## src/rtl/branch_resolve_unit.sv

```systemverilog
// branch_resolve_unit
//   Pipelined branch resolution for the rv32i core. It evaluates the six branch
//   funct3 conditions on the EX operands, forms the taken target and the next
//   PC, and checks the outcome against the fetch-stage prediction. The results
//   travel through STAGES elastic valid/ready registers before they reach the
//   fetch redirect / ROB-commit consumer.
//
// Parameters
//   WIDTH   operand / PC width (>= 8)
//   STAGES  register stages between the input and the output (1..4)
//   TAG_W   width of the opaque tag carried alongside each branch
//
// Ports
//   clk, rst          clock; synchronous active-high reset
//   in_valid/in_ready request handshake
//   rs1, rs2          compare operands
//   cmpop             branch funct3 (beq/bne/blt/bge/bltu/bgeu)
//   pc, imm           branch PC and sign-extended B-immediate
//   pred_taken        direction predicted at fetch
//   tag_in            tag passed through unchanged
//   kill              squash every in-flight entry and drop a concurrent input
//   out_valid/out_ready result handshake
//   br_en             branch taken
//   redirect_pc       br_en ? pc+imm : pc+4
//   mispredict        br_en != pred_taken, forced low while out_valid is low
//   illegal           cmpop is 3'b010 or 3'b011 (br_en forced low)
//   tag_out           tag of the presented result
//
// Optional feature: define BRANCH_STATS_EN to add the br_count and
// mispred_count outputs (32-bit wrapping counters of output handshakes and of
// mispredicted output handshakes).

module branch_resolve_unit #(
  parameter int WIDTH  = 32,
  parameter int STAGES = 1,
  parameter int TAG_W  = 4
) (
  input  logic             clk,
  input  logic             rst,
  input  logic             in_valid,
  output logic             in_ready,
  input  logic [WIDTH-1:0] rs1,
  input  logic [WIDTH-1:0] rs2,
  input  logic [2:0]       cmpop,
  input  logic [WIDTH-1:0] pc,
  input  logic [WIDTH-1:0] imm,
  input  logic             pred_taken,
  input  logic [TAG_W-1:0] tag_in,
  input  logic             kill,
  output logic             out_valid,
  input  logic             out_ready,
  output logic             br_en,
  output logic [WIDTH-1:0] redirect_pc,
  output logic             mispredict,
  output logic             illegal,
  output logic [TAG_W-1:0] tag_out
`ifdef BRANCH_STATS_EN
  ,
  output logic [31:0]      br_count,
  output logic [31:0]      mispred_count
`endif
);

  typedef enum logic [2:0] {
    F3_BEQ  = 3'b000,
    F3_BNE  = 3'b001,
    F3_BLT  = 3'b100,
    F3_BGE  = 3'b101,
    F3_BLTU = 3'b110,
    F3_BGEU = 3'b111
  } branch_funct3_t;

  // ---------------------------------------------------------------------------
  // Combinational resolution on the incoming request
  // ---------------------------------------------------------------------------
  logic             cmp_eq;
  logic             cmp_lt_s;
  logic             cmp_lt_u;
  logic             take_d;
  logic             ill_d;
  logic [WIDTH-1:0] target_d;
  logic [WIDTH-1:0] seq_d;
  logic [WIDTH-1:0] rpc_d;
  logic             mis_d;

  assign cmp_eq   = (rs1 == rs2);
  assign cmp_lt_s = ($signed(rs1) < $signed(rs2));
  assign cmp_lt_u = (rs1 < rs2);

  always_comb begin
    take_d = 1'b0;
    ill_d  = 1'b0;
    case (cmpop)
      F3_BEQ:  take_d = cmp_eq;
      F3_BNE:  take_d = !cmp_eq;
      F3_BLT:  take_d = cmp_lt_s;
      F3_BGE:  take_d = !cmp_lt_s;
      F3_BLTU: take_d = cmp_lt_u;
      F3_BGEU: take_d = !cmp_lt_u;
      default: ill_d  = 1'b1;  // 3'b010 / 3'b011 are not branches
    endcase
  end

  // Both sums wrap modulo 2^WIDTH.
  assign target_d = pc + imm;
  assign seq_d    = pc + WIDTH'(4);
  assign rpc_d    = take_d ? target_d : seq_d;
  assign mis_d    = (take_d != pred_taken);

  // ---------------------------------------------------------------------------
  // Elastic stage registers
  // ---------------------------------------------------------------------------
  logic [STAGES-1:0] v_q;
  logic [STAGES-1:0] br_q;
  logic [STAGES-1:0] mis_q;
  logic [STAGES-1:0] ill_q;
  logic [WIDTH-1:0]  rpc_q [STAGES];
  logic [TAG_W-1:0]  tag_q [STAGES];

  // rdy[i]: stage i may load this cycle. A stage can load when it, or any
  // stage downstream of it, is empty, or when the consumer is taking the
  // last stage. Built with a running OR so no signal feeds itself.
  logic [STAGES-1:0] rdy;

  always_comb begin
    logic chain;
    chain = out_ready;
    rdy   = '0;
    for (int i = STAGES - 1; i >= 0; i--) begin
      chain  = chain || !v_q[i];
      rdy[i] = chain;
    end
  end

  always_ff @(posedge clk) begin
    if (rst) begin
      v_q   <= '0;
      br_q  <= '0;
      mis_q <= '0;
      ill_q <= '0;
      for (int i = 0; i < STAGES; i++) begin
        rpc_q[i] <= '0;
        tag_q[i] <= '0;
      end
    end else if (kill) begin
      // Payload registers keep stale contents; only the valid bits matter.
      v_q <= '0;
    end else begin
      if (rdy[0]) begin
        v_q[0] <= in_valid;
        if (in_valid) begin
          br_q[0]  <= take_d;
          mis_q[0] <= mis_d;
          ill_q[0] <= ill_d;
          rpc_q[0] <= rpc_d;
          tag_q[0] <= tag_in;
        end
      end
      for (int i = 1; i < STAGES; i++) begin
        if (rdy[i]) begin
          v_q[i] <= v_q[i-1];
          if (v_q[i-1]) begin
            br_q[i]  <= br_q[i-1];
            mis_q[i] <= mis_q[i-1];
            ill_q[i] <= ill_q[i-1];
            rpc_q[i] <= rpc_q[i-1];
            tag_q[i] <= tag_q[i-1];
          end
        end
      end
    end
  end

  // ---------------------------------------------------------------------------
  // Outputs
  // ---------------------------------------------------------------------------
  assign in_ready    = rdy[0];
  assign out_valid   = v_q[STAGES-1];
  assign br_en       = br_q[STAGES-1];
  assign illegal     = ill_q[STAGES-1];
  assign redirect_pc = rpc_q[STAGES-1];
  assign tag_out     = tag_q[STAGES-1];
  assign mispredict  = v_q[STAGES-1] && mis_q[STAGES-1];

`ifdef BRANCH_STATS_EN
  // Counts follow output handshakes only, so kill leaves them alone.
  always_ff @(posedge clk) begin
    if (rst) begin
      br_count      <= '0;
      mispred_count <= '0;
    end else if (out_valid && out_ready) begin
      br_count <= br_count + 32'd1;
      if (mispredict) begin
        mispred_count <= mispred_count + 32'd1;
      end
    end
  end
`endif

endmodule

```

## config.mk

```make
export PLATFORM = sky130hd
export DESIGN_NAME = branch_resolve_unit
export DESIGN_NICKNAME = d
export VERILOG_FILES = /design/src/rtl/branch_resolve_unit.sv
export SDC_FILE = /design/constraint.sdc
export NUM_CORES = 1
export LEC_CHECK = 0
export BUFFER_PORTS_ARGS = -buffer_cell sky130_fd_sc_hd__buf_2
export CAP_MARGIN = 20
export CORE_AREA = 2 2 142 144
export CTS_CLUSTER_DIAMETER = 100
export DETAILED_ROUTE_END_ITERATION = 7
export DIE_AREA = 0 0 144 146
export PLACE_DENSITY = 0.55
export SYNTH_ARGS = -nofsm -noshare
export SYNTH_HDL_FRONTEND = slang
export SYNTH_SLANG_ARGS = --single-unit
```

## constraint.sdc

```tcl
create_clock -name clk -period 3.33 [get_ports clk]
set_input_delay 0.333 -clock clk [delete_from_list [all_inputs] [get_ports clk]]
set_output_delay 0.333 -clock clk [all_outputs]
set_load 0.02 [all_outputs]
```

==> impl_metrics.prom <==
# TYPE chip_impl_metric gauge
chip_impl_metric{name="pwr-share-clk",unit=""} 0.288
chip_impl_info{name="regToRegStartpoint",value="out_valid"} 1
chip_impl_metric{name="yosysWarnings",unit=""} 0
chip_impl_metric{name="p_per_area",unit="nW/um^2"} 316.0
chip_impl_metric{name="grt_overflow_total",unit=""} 0
chip_impl_metric{name="cts_max_level",unit=""} 2
chip_impl_info{name="min_path_type",value="input port to register"} 1
chip_impl_info{name="worstHoldEndpoint",value="out_valid"} 1
chip_impl_info{name="synth_ff_type",value="sky130_fd_sc_hd__edfxtp_1"} 1
chip_impl_metric{name="grt_pass1_wl",unit="um"} 22670
chip_impl_metric{name="cpPeakStageDelay",unit="ps"} 390
chip_impl_metric{name="setup_ws",unit="ps"} 543.3
chip_impl_metric{name="p_int",unit="mW"} 1.282
chip_impl_metric{name="clock_path_buffers",unit=""} 2
chip_impl_metric{name="route.detailed.vias_per_inst",unit=""} 4.629
chip_impl_info{name="timing.setup.critical_path_class",value="input port to register"} 1
chip_impl_metric{name="swShare",unit=""} 0.3469
chip_impl_metric{name="synth.ff_latch_count",unit=""} 40
chip_impl_metric{name="grt_util_all_layers",unit=""} 0.1348
chip_impl_metric{name="antenna_left",unit=""} 0
chip_impl_info{name="crit_slowest_cell",value="sky130_fd_sc_hd__fa_1"} 1
chip_impl_metric{name="dr_total_vias",unit=""} 4671
chip_impl_metric{name="finish.utilization",unit=""} 0.3212
chip_impl_metric{name="worst_hold_path.num_cells",unit=""} 2
chip_impl_info{name="cell_seen_most_often_among_critical_path_stages",value="sky130_fd_sc_hd__buf_4"} 1
chip_impl_metric{name="netlist_instances",unit=""} 560
chip_impl_info{name="synth.largest_area_cell",value="sky130_fd_sc_hd__edfxtp_1"} 1
chip_impl_info{name="critPathCaptureType",value="register"} 1
chip_impl_metric{name="post_synth_top_area_share",unit=""} 0.2259
chip_impl_metric{name="combinationalPowerShare",unit=""} 0.408
chip_impl_info{name="final_common_cell",value="sky130_fd_sc_hd__buf_2"} 1
chip_impl_metric{name="layout_worst_path_cycle_share",unit=""} 0.8368
chip_impl_metric{name="synth.net_count",unit=""} 766
chip_impl_info{name="cp_cell_sequence",value="buf_2 > ha_1 > inv_1 > fa_1 > nor2b_1 > o31ai_1 > buf_4 > a211oi_1 > buf_4 > nor4b_1 > buf_4 > o31a_1 > nor2b_1 > xnor2_1 > nor2_1 > a211oi_2"} 1
chip_impl_metric{name="ys_async_sr_fraction",unit=""} 0
chip_impl_metric{name="netlist-cell-type-count",unit=""} 59
chip_impl_metric{name="p_switching",unit="uW"} 680.8
chip_impl_metric{name="clk-insertion-delay-late",unit="ps"} 290
chip_impl_info{name="tritoncts_clock_tree",value="done"} 1
chip_impl_metric{name="ys_seq_area_frac",unit=""} 0.2427
chip_impl_metric{name="antenna_found_initial",unit=""} 0
chip_impl_metric{name="slew_headroom",unit=""} 0.3663
chip_impl_metric{name="initial_utilization",unit=""} 0.2475
chip_impl_metric{name="num-nets-final",unit=""} 949
chip_impl_metric{name="post_synth.cell_area_avg",unit="um^2"} 8.544
chip_impl_metric{name="cts.repair_timing.setup_buffer_count",unit=""} 0
chip_impl_metric{name="final_hold_viol_count",unit=""} 0
chip_impl_metric{name="postRouteWirelength",unit="um"} 14730
chip_impl_info{name="yosys-top-cells-area",value="sky130_fd_sc_hd__edfxtp_1 23%, sky130_fd_sc_hd__ha_1 17%, sky130_fd_sc_hd__xnor2_1 5.1%, sky130_fd_sc_hd__xor2_1 5.1%, sky130_fd_sc_hd__a21oi_1 4.6%"} 1
chip_impl_info{name="holdCritStartpoint",value="kill"} 1
chip_impl_metric{name="seq_power_share",unit=""} 0.304
chip_impl_metric{name="cp_data_required_time",unit="ps"} 3450
chip_impl_metric{name="cp_num_buf_inv",unit=""} 5
chip_impl_info{name="critical_path.top_delay_family",value="compound AO/OA/AOI/OAI gates"} 1
chip_impl_metric{name="multi_input_comb_area",unit="um^2"} 3347
chip_impl_metric{name="gpl.final_weighted_congestion",unit=""} 0.8057
chip_impl_info{name="timing.rr.end",value="rpc_q[0][1]"} 1
chip_impl_metric{name="drc",unit=""} 0
chip_impl_info{name="outcome",value="completed"} 1
chip_impl_info{name="start_kind",value="input port"} 1
chip_impl_info{name="ctsRootBufferMaster",value="sky130_fd_sc_hd__clkbuf_16"} 1
chip_impl_metric{name="grt_max_degree",unit=""} 38
chip_impl_metric{name="rows",unit=""} 51
chip_impl_metric{name="clock-skew-final",unit="ps"} 4.763
chip_impl_metric{name="initialDrtViolationCount",unit=""} 207
chip_impl_metric{name="fillers",unit=""} 2094
chip_impl_info{name="grt_setup_unrepaired",value="no"} 1
chip_impl_metric{name="drtPass1Iterations",unit=""} 4
chip_impl_metric{name="port_buffers",unit=""} 181
chip_impl_metric{name="design.die.area",unit="um^2"} 21020
chip_impl_metric{name="seq_area",unit="um^2"} 1161
chip_impl_metric{name="grt_pass1_vias",unit=""} 4567
chip_impl_info{name="layout.cells.most_common_list",value="181 x sky130_fd_sc_hd__buf_2, 64 x sky130_fd_sc_hd__ha_1, 50 x sky130_fd_sc_hd__nor2_1, 45 x sky130_fd_sc_hd__inv_1, 44 x sky130_fd_sc_hd__a21oi_1"} 1
chip_impl_metric{name="slew_violations",unit=""} 0
chip_impl_metric{name="setup-violations-final",unit=""} 0
chip_impl_metric{name="routed_wire_length_per_instance",unit="um"} 14.60
chip_impl_metric{name="total_number_of_clock_tree_sinks",unit=""} 40
chip_impl_metric{name="timing.critical_path.fanout_max",unit=""} 4
chip_impl_metric{name="reg2reg_slack",unit="ps"} 1230
chip_impl_metric{name="diodes",unit=""} 0
chip_impl_metric{name="clk_transition_reported_paths",unit="ps"} 60
chip_impl_metric{name="tightest_slew",unit="ps"} 950.5
chip_impl_metric{name="drv_cap",unit=""} 0
chip_impl_metric{name="reg2reg_depth",unit=""} 4
chip_impl_metric{name="drive_above_1_share",unit=""} 0.2970
chip_impl_metric{name="leakagePower",unit="nW"} 2.944
chip_impl_metric{name="post_cts.resized_instances",unit=""} 0
chip_impl_metric{name="fp.dieW",unit="um"} 144
chip_impl_metric{name="max_clock_freq",unit="MHz"} 358.9
chip_impl_metric{name="cp_data_arrival_time",unit="ps"} 2910
chip_impl_metric{name="final_period_minus_worst_setup_slack",unit="ps"} 2787
chip_impl_metric{name="total_clock_buffers_created_by_cts",unit=""} 5
chip_impl_metric{name="post_synth_instance_area",unit="um^2"} 4785
chip_impl_metric{name="syn2layout_area_growth",unit="%"} 29.79
chip_impl_metric{name="ir_drop",unit="mV"} 0.1533
chip_impl_metric{name="die-height",unit="um"} 146
chip_impl_metric{name="dp_slack",unit="ps"} 244.1
chip_impl_metric{name="core_area",unit="um^2"} 19330
chip_impl_metric{name="post-dp-hpwl",unit="um"} 12370
chip_impl_metric{name="synth_edf_count",unit=""} 36
chip_impl_metric{name="final.setup.tns",unit="ps"} 0
chip_impl_metric{name="boundaryPins",unit=""} 182
chip_impl_metric{name="cts_hold_repair.buffers",unit=""} 0
-- synthesized netlist by cell type (3+ instances only) --
| cell type | number |
|---|---|
| sky130_fd_sc_hd__ha_1 | 64 |
| sky130_fd_sc_hd__nor2_1 | 50 |
| sky130_fd_sc_hd__inv_1 | 45 |
| sky130_fd_sc_hd__a21oi_1 | 44 |
| sky130_fd_sc_hd__edfxtp_1 | 36 |
| sky130_fd_sc_hd__nand2_1 | 31 |
| sky130_fd_sc_hd__xnor2_1 | 28 |
| sky130_fd_sc_hd__xor2_1 | 28 |
| sky130_fd_sc_hd__nand3_1 | 25 |
| sky130_fd_sc_hd__a211oi_1 | 17 |
| sky130_fd_sc_hd__nand4_1 | 16 |
| sky130_fd_sc_hd__a21o_1 | 15 |
| sky130_fd_sc_hd__o21ai_0 | 15 |
| sky130_fd_sc_hd__a211oi_2 | 10 |
| sky130_fd_sc_hd__nor3_1 | 10 |
| sky130_fd_sc_hd__and3_1 | 9 |
| sky130_fd_sc_hd__nor2b_1 | 9 |
| sky130_fd_sc_hd__clkbuf_1 | 8 |
| sky130_fd_sc_hd__a31oi_1 | 7 |
| sky130_fd_sc_hd__and2_1 | 7 |
| sky130_fd_sc_hd__mux2i_1 | 7 |
| sky130_fd_sc_hd__o21a_1 | 7 |
| sky130_fd_sc_hd__and4_1 | 5 |
| sky130_fd_sc_hd__buf_6 | 5 |
| sky130_fd_sc_hd__nand3b_1 | 5 |
| sky130_fd_sc_hd__o211ai_1 | 5 |
| sky130_fd_sc_hd__dfxtp_1 | 4 |
| sky130_fd_sc_hd__nand2b_1 | 4 |
| sky130_fd_sc_hd__o21ai_1 | 3 |
| sky130_fd_sc_hd__or2_2 | 3 |
-- worst reg2reg max path, cell delays in order (launching register included) --
cell and delay (ps):
sky130_fd_sc_hd__dfxtp_1 320, sky130_fd_sc_hd__nor2b_1 180, sky130_fd_sc_hd__nor3b_1 270, sky130_fd_sc_hd__buf_4 190, sky130_fd_sc_hd__or2_2 740
-- sequential cells by signal, summed over array words and instances (netlist names) --
register   count
mis_q          1
illegal        1
br_en          1
out_valid      1
tag_q          4
rpc_q         32
-- layer usage --
layer / up-vias / part of all wire / GRT usage
met5: - / 0 / 0
met4: 0 / 0.0046 / 0.02255
met3: 6 / 0.063 / 0.02303
met2: 134 / 0.48 / 0.2388
met1: 2095 / 0.45 / 0.1726
li1: 2436 / - / -
-- final cells by class --
class / count / share of cell area
tap: 265 / 0.05340
clock inverter: 3 / 0.006851
clock buffer: 5 / 0.02015
sequential: 40 / 0.1870
inverter: 45 / 0.02720
multi-input combinational: 458 / 0.5390
timing repair buffer: 193 / 0.1664
-- cells by family after synthesis --
family	count (synthesis)	synth area share
compound gates	146	0.2137
xor+xnor	56	0.1025
fa+ha+maj	65	0.1715
buf+inv	62	0.05779
flops	40	0.2427
mux	8	0.01700
simple gates	183	0.1948
-- per-stage QoR --
step	power (mW)	cell area (um^2)	hold WS, ps	cells
after floorplan	1.146	4785	402.1	560
after global placement	1.407	6042	456.0	1001
after detailed placement	1.410	6042	466.6	1001
after CTS	1.983	6210	247.4	1009
after global routing	2.093	6210	254.4	1009
final	1.962	6210	250.1	1009
-- worst max path at each step --
stage          startpoint           end  cells after the start
2_1_floorplan      rs2[5]  rpc_q[0][21]                     13
3_3_place_gp        pc[0]  rpc_q[0][28]                     16
3_5_place_dp        pc[0]  rpc_q[0][28]                     16
4_1_cts             pc[0]  rpc_q[0][28]                     16
5_1_grt             pc[0]  rpc_q[0][28]                     16
6_report            pc[0]  rpc_q[0][28]                     16
-- power groups by stage --
| stage | Combinational (mW) | Clock (mW) | Sequential [mW] |
|---|---|---|---|
| floorplan | 0.498 | 0 | 0.648 |
| global placement | 0.798 | 0 | 0.609 |
| detailed placement | 0.801 | 0 | 0.609 |
| CTS | 0.805 | 0.580 | 0.598 |
| global route | 0.893 | 0.599 | 0.600 |
| finish | 0.800 | 0.565 | 0.597 |
Power figures use the tool's default switching activity.
